### src/rtl/dist_search_ctrl.sv
// Candidate search sequencer around the matrix distance calculator: walks indices, tracks the minimum dist2.
// Optional runner-up tracking is enabled by defining DIST_RUNNER_UP_EN.
module dist_search_ctrl #(
  parameter int IDX_W   = 16,
  parameter int DIST_W  = 38,
  parameter int TIMEOUT = 15
) (
  input  logic              clk,
  input  logic              reset,
  input  logic              start,
  input  logic [IDX_W-1:0]  num_cand,
  input  logic [DIST_W-1:0] threshold,
  output logic [IDX_W-1:0]  cand_idx,
  output logic              calc_ready,
  input  logic              calc_finished,
  input  logic [DIST_W-1:0] calc_dist2,
  output logic [DIST_W-1:0] best_dist,
  output logic [IDX_W-1:0]  best_idx,
  output logic              busy,
  output logic              done,
  output logic              hit,
  output logic              error,
  output logic [DIST_W-1:0] second_dist,
  output logic [IDX_W-1:0]  second_idx
);

  localparam int CNT_W = (TIMEOUT > 2) ? $clog2(TIMEOUT) : 1;
  localparam logic [CNT_W-1:0] CNT_LAST = CNT_W'(TIMEOUT - 1);

  typedef enum logic [2:0] {
    IDLE,
    SETUP,
    ISSUE,
    WAIT,
    FINISH
  } state_t;

  state_t            state;
  logic [IDX_W-1:0]  last_idx;
  logic [DIST_W-1:0] thr_q;
  logic [CNT_W-1:0]  wait_cnt;
  logic              new_best;
  logic              last_cand;
  logic              thr_hit;

  always_comb begin
    new_best  = calc_dist2 < best_dist;
    thr_hit   = calc_dist2 <= thr_q;
    last_cand = cand_idx == last_idx;
  end

  always_ff @(posedge clk) begin
    if (!reset) begin
      state      <= IDLE;
      cand_idx   <= '0;
      calc_ready <= 1'b0;
      busy       <= 1'b0;
      done       <= 1'b0;
      hit        <= 1'b0;
      error      <= 1'b0;
      best_dist  <= '1;
      best_idx   <= '0;
      last_idx   <= '0;
      thr_q      <= '0;
      wait_cnt   <= '0;
    end else begin
      done       <= 1'b0;
      calc_ready <= 1'b0;
      unique case (state)
        IDLE: begin
          if (start) begin
            last_idx  <= num_cand - 1'b1;
            thr_q     <= threshold;
            hit       <= 1'b0;
            error     <= 1'b0;
            best_dist <= '1;
            best_idx  <= '0;
            cand_idx  <= '0;
            busy      <= 1'b1;
            state     <= (num_cand == '0) ? FINISH : SETUP;
          end
        end
        SETUP: begin
          calc_ready <= 1'b1;
          state      <= ISSUE;
        end
        ISSUE: begin
          wait_cnt <= '0;
          state    <= WAIT;
        end
        WAIT: begin
          if (calc_finished) begin
            if (new_best) begin
              best_dist <= calc_dist2;
              best_idx  <= cand_idx;
            end
            if (thr_hit || last_cand) begin
              hit   <= thr_hit;
              busy  <= 1'b0;
              done  <= 1'b1;
              state <= FINISH;
            end else begin
              cand_idx <= cand_idx + 1'b1;
              state    <= SETUP;
            end
          end else if (wait_cnt == CNT_LAST) begin
            error <= 1'b1;
            busy  <= 1'b0;
            done  <= 1'b1;
            state <= FINISH;
          end else begin
            wait_cnt <= wait_cnt + 1'b1;
          end
        end
        FINISH: begin
          // Arriving from IDLE (empty search) busy is still set: spend one extra cycle raising done here.
          if (busy) begin
            busy <= 1'b0;
            done <= 1'b1;
          end else begin
            state <= IDLE;
          end
        end
        default: state <= IDLE;
      endcase
    end
  end

`ifdef DIST_RUNNER_UP_EN
  always_ff @(posedge clk) begin
    if (!reset) begin
      second_dist <= '1;
      second_idx  <= '0;
    end else if (state == IDLE && start) begin
      second_dist <= '1;
      second_idx  <= '0;
    end else if (state == WAIT && calc_finished) begin
      if (new_best) begin
        second_dist <= best_dist;
        second_idx  <= best_idx;
      end else if (calc_dist2 < second_dist) begin
        second_dist <= calc_dist2;
        second_idx  <= cand_idx;
      end
    end
  end
`else
  assign second_dist = '1;
  assign second_idx  = '0;
`endif

endmodule

### config.mk
export PLATFORM = sky130hd
export DESIGN_NAME = dist_search_ctrl
export DESIGN_NICKNAME = d
export VERILOG_FILES = /design/src/rtl/dist_search_ctrl.sv
export SDC_FILE = /design/constraint.sdc
export NUM_CORES = 1
export LEC_CHECK = 0
export ABC_AREA = 1
export BUFFER_PORTS_ARGS = -buffer_cell sky130_fd_sc_hd__buf_2
export CORE_MARGIN = 2
export CORE_UTILIZATION = 49
export DETAILED_ROUTE_END_ITERATION = 10
export PLACE_DENSITY = 0.85
export SLEW_MARGIN = 15
export SYNTH_ARGS = -nofsm -noshare
export SYNTH_HDL_FRONTEND = slang
export SYNTH_SLANG_ARGS = --single-unit
### constraint.sdc
create_clock -name clk -period 2.05 [get_ports clk]
set_clock_uncertainty 0.2 [all_clocks]
set_input_delay 0.3075 -clock clk [delete_from_list [all_inputs] [get_ports clk]]
set_output_delay 0.3075 -clock clk [all_outputs]
set_load 0.05 [all_outputs]
# Yosys cells after proc, flatten, opt, wreduce, memory -nomap -nowiden

Index checks and enable logic that the tools add are counted.

Output and inout bits: 129
Register bits: 136

Muxes and demuxes: 39
$add $sub $neg: 3
Order comparisons: 2
Reductions and logical operators: 14
Equal/unequal tests: 17

Operator list:

| cell                                                                   | number |
|---|---|
| 38-bit two-way mux                                                     | 3 |
| 16-bit two-way mux                                                     | 5 |
| 38-bit one-hot mux with 2 select lines                                 | 1 |
| 16-bit one-hot mux with 2 select lines                                 | 2 |
| 38-bit less-or-equal comparator                                        | 1 |
| 38-bit < comparator                                                    | 1 |
| 4-bit AND reduction                                                    | 5 |
| 3-bit two-way mux                                                      | 6 |
| 2-bit != test (second input constant)                                  | 9 |
| 16-bit by 1-bit adder with 16-bit output (second input constant)       | 1 |
| 16-bit equality test                                                   | 1 |
| 16-bit logical NOT                                                     | 1 |
| 16-bit by 1-bit subtractor with 16-bit output (second input constant)  | 1 |
| 3-bit one-hot mux with 5 select lines                                  | 1 |
| 1-bit two-way mux                                                      | 14 |
| 4-bit two-way mux                                                      | 2 |
| 4-bit one-hot mux with 2 select lines                                  | 1 |
| 3-bit by 2-bit equality test with 1-bit output (second input constant) | 2 |
| 3-bit != test (second input constant)                                  | 2 |
| 1-bit one-hot mux with 2 select lines                                  | 3 |
| 3-bit AND reduction                                                    | 2 |
| 4-bit by 1-bit adder with 4-bit output (second input constant)         | 1 |
| 4-bit equality test (second input constant)                            | 1 |
| 2-bit nonzero test                                                     | 2 |
| other kinds (7)                                                        | 7 |

# Longest topological paths before layout

Depth in word-level cells: 5
Mapped depth: 18

# Worst setup path after synthesis

OpenSTA, ideal clock, no wires.

Path kind: register to register
Start: reg best_dist[21]
End: reg best_idx[10]
Arrival time: 2195 ps
Cell stages (with the launch flop): 17
Slack: -461 ps
Period minus slack after synthesis: 2511 ps
Path through: dfxtp_1 -> inv_1 -> ha_1 -> nand2_1 -> inv_2 -> nand3_2 -> or2_0 -> a21o_1 -> nand3_1 -> nand2_1 -> nand2_1 -> nand2_2 -> nand2_8 -> inv_8 -> buf_8 -> nor2_2 -> nor2_1

Word-level cells in the longest chain between the ends: 3

RTL lines:

| item                                 | RTL line | RTL |
|---|---|---|
| start: declaration                   | 17       | `output logic [DIST_W-1:0] best_dist,` |
| start signal: assignment             | 94       | `best_dist <= calc_dist2;` |
| 38-bit < comparator                  | 47       | `new_best = calc_dist2 < best_dist;` |
| 2-bit != test (no source line)       | --       |  |
| 4-bit AND reduction (no source line) | --       |  |
| end signal: assignment               | 95       | `best_idx <= cand_idx;` |
| end: declaration                     | 18       | `output logic [IDX_W-1:0] best_idx,` |

Every way passes these cells.
A chain may end at the register's enable or synchronous reset.

# Worst setup path in the final report

Start: reg best_dist[11]
End: reg best_dist[18]

Word-level cells in the longest chain between the ends: 3

RTL lines:

| item                                 | RTL line |
|---|---|
| 38-bit < comparator                  | 47 |
| 2-bit != test (no source line)       | -- |
| 4-bit AND reduction (no source line) | -- |

Every way passes these cells.

==> results.json <==
{
  "cts.sinks": 136,
  "outcome": "finished with violations",
  "syn_area_um2": 8538,
  "maxCapViolations": 0,
  "grtUsageTotal_pct": 29.27,
  "syn_to_final_growth_pct": 47.86,
  "viasPerCell": 5.589,
  "p_leak_uw": 0.005676,
  "pwr-share-seq_pct": 21.0,
  "r2r-start": "best_dist[11]",
  "violations": "hold timing, setup timing",
  "hold_slack_ns": -0.005502,
  "numCtsBuffers": 17,
  "syn_inst": 1149,
  "startpoint": "best_dist[11]",
  "syn_area_per_cell_um2": 7.431,
  "grt.overflow.total": 0,
  "p_clk_share_pct": 19.7,
  "dp_hpwl_um": 16960,
  "dieWidth_um": 136.0,
  "synth-seq-cells": 136,
  "power_density_nw_per_um2": 1497,
  "placed_cell_area_um2": 10210,
  "max-clock-path-buffers": 2,
  "die-area_um2": 18500,
  "rsz0062_at_grt": "yes",
  "crit_path_start_kind": "register",
  "worst-setup-path-type": "register to register",
  "num_rows": 48,
  "hold_viol": 1,
  "drt_iter0_markers": 884,
  "final_common_cell": "buf_2",
  "clockRootBuffer": "clkbuf_16",
  "post-route-period-util_pct": 142.6,
  "core_area_um2": 17180,
  "path_clk_slew_ns": 0.07,
  "synth-edff-count": 0,
  "pre_cts_ws_ns": -0.4382,
  "gp_congestion": 0.8941,
  "io_pins": 225,
  "grt_max_degree": 72,
  "vias": 9552,
  "hp-class": "primary input to register",
  "start_util_pct": 49.71,
  "antenna_cells": 0,
  "insertion_delay_ns": 0.44,
  "grt_pass1_wl_um": 42660,
  "async_reset_ff_share_pct": 0,
  "internal_power_uw": 10210,
  "finalWorstSetupSlack_ns": -0.8740,
  "htree_levels": 4,
  "drc": 0,
  "finalSetupTns_ns": -49.25,
  "final_cells": 1709,
  "pwr-share-comb_pct": 59.3,
  "grt_pass1_vias": 9040,
  "io_buffers": 170,
  "hold_path_startpoint": "threshold[15]",
  "finalSetupViolCount": 75,
  "drive_gt1_share_pct": 40.43,
  "cp.arrival_ns": 3.05,
  "required_ns": 2.18,
  "num-nets-final": 1646,
  "yosys_warnings": 0,
  "fp.dieH_um": 136.0,
  "crit_fanout": 11,
  "cts_tree": "yes",
  "totalWireLength_um": 32050,
  "slew_violations": 0,
  "swShare_pct": 45.97,
  "yosysUniqueCellTypes": 54,
  "worst_setup_path_end_kind": "register",
  "yosysSeqAreaShare_pct": 31.89,
  "fin_crit_ns": 2.924,
  "drtAntennaViolNets": 0,
  "drtPass1Iterations": 7,
  "ir_worst_vdd_mv": 0.9348,
  "nFillCells": 1098,
  "final_area_um2": 12620,
  "netSwitchingPower_uw": 8690,
  "timing.fmax_mhz": 342.0,
  "mostFrequentLayoutCells": "buf_2, nand2_1, inv_1",
  "dp.cells": 1605,
  "synthFlopType": "dfxtp_1",
  "antenna_found_initial": 0,
  "wl_per_cell_um": 18.75
}
[cells in the mapped netlist, types with 9 or more instances]
cell	n	area, µm²
o21ai_1	39	195.2
nor3_1	10	50.05
xor2_1	16	140.1
xnor2_1	15	131.4
a21oi_2	10	87.58
clkbuf_1	26	97.59
nor2_2	15	93.84
ha_1	79	988.5
nand4_1	12	75.07
buf_4	58	435.4
nand3_1	29	145.1
dfxtp_1	136	2723
inv_2	9	33.78
nand2_1	155	581.8
nand3_2	12	120.1
nor2_1	112	420.4
nand2_2	13	81.33
a21oi_1	126	630.6
inv_1	130	488.0
o21ai_0	70	350.3
[metrics by stage]
stage / hold WS (ns) / utilization (%) / total power (µW)
after detailed placement: 0.2485 / 59.45 / 11980
after global routing: 0.0001057 / 73.50 / 19670
after global placement: 0.2417 / 59.45 / 11700
final: -0.005502 / 73.50 / 18900
after floorplan: 0.1975 / - / 9886
after CTS: 0.0009296 / 69.70 / 16940
[metal layers]
| layer | part of all wire (%) | global-route usage (%) | vias to the layer above |
|---|---|---|---|
| met5 | 0 | 0 | - |
| met1 | 37 | 32.93 | 4446 |
| met4 | 6.4 | 15.28 | 0 |
| met2 | 49 | 51.20 | 588 |
| li1 | - | - | 4311 |
| met3 | 8.3 | 7.010 | 207 |
[power by group through the flow]
stage | sequential (µW) | clock [µW] | combinational (µW)
6_report | 3970 | 3720 | 11200
3_5_place_dp | 3930 | 0 | 8060
3_3_place_gp | 3900 | 0 | 7800
2_1_floorplan | 5260 | 0 | 4630
5_1_grt | 4030 | 3830 | 11800
4_1_cts | 3920 | 3690 | 9340
[final timing paths]
check	end	slack [ns]	depth (start not counted)
setup / recovery	best_dist[18]	-0.87	15
hold / removal	thr_q[15]	-0.006	3
setup reg to reg	best_dist[18]	-0.87	15
hold reg to reg	thr_q[6]	0.27	2
[worst max-delay path: stages (launching register included)]
cell	delay, ns
dfxtp_2	0.34
inv_1	0.05
ha_1	0.30
nand2_1	0.17
nor2_1	0.38
nand2_1	0.18
a21o_1	0.21
nand3_2	0.09
nand2_1	0.05
nand2_1	0.10
nand2_2	0.09
nand2_8	0.15
clkinv_16	0.12
buf_16	0.17
o21ai_1	0.11
nand2_1	0.08
[repair_timing]
| action | in CTS | in global routing |
|---|---|---|
| gates resized for setup | 88 | 99 |
| buffers inserted | 4 | 5 |
| hold buffers | 54 | 1 |
| endpoints found under the setup margin | 75 | 78 |
| endpoints found under the hold margin | 54 | 1 |
| pin swaps | 16 | 46 |
| cloned | 4 | 5 |
[sequential cells by signal, indices dropped and copies added, names as in the netlist]
register	cells
last_idx	16
best_idx	16
wait_cnt	4
done	1
best_dist	38
error	1
state	3
calc_ready	1
thr_q	38
hit	1
cand_idx	16
busy	1
[cells by family after synthesis]
| logic type | Yosys count | share of synthesized area (%) |
|---|---|---|
| adder cells (fa/ha/maj) | 79 | 11.58 |
| buffers and inverters | 243 | 14.43 |
| AO/OA/AOI/OAI | 278 | 17.91 |
| flip-flops | 136 | 31.89 |
| other | 2 | 0.08796 |
| XOR/XNOR | 31 | 3.180 |
| AND/OR/NAND/NOR | 380 | 20.93 |
[area by class of cell]
type,count,area (µm²),share of cell area [%]
Inverter,141,558.0,4.420
Timing Repair Buffer,352,2639,20.90
Tap cell,225,281.5,2.230
Sequential cell,136,2806,22.23
Clock buffer,19,464.2,3.677
Clock inverter,13,237.7,1.883
Multi-Input combinational cell,823,5638,44.66
No activity file was read; power rests on OpenSTA's default activity.
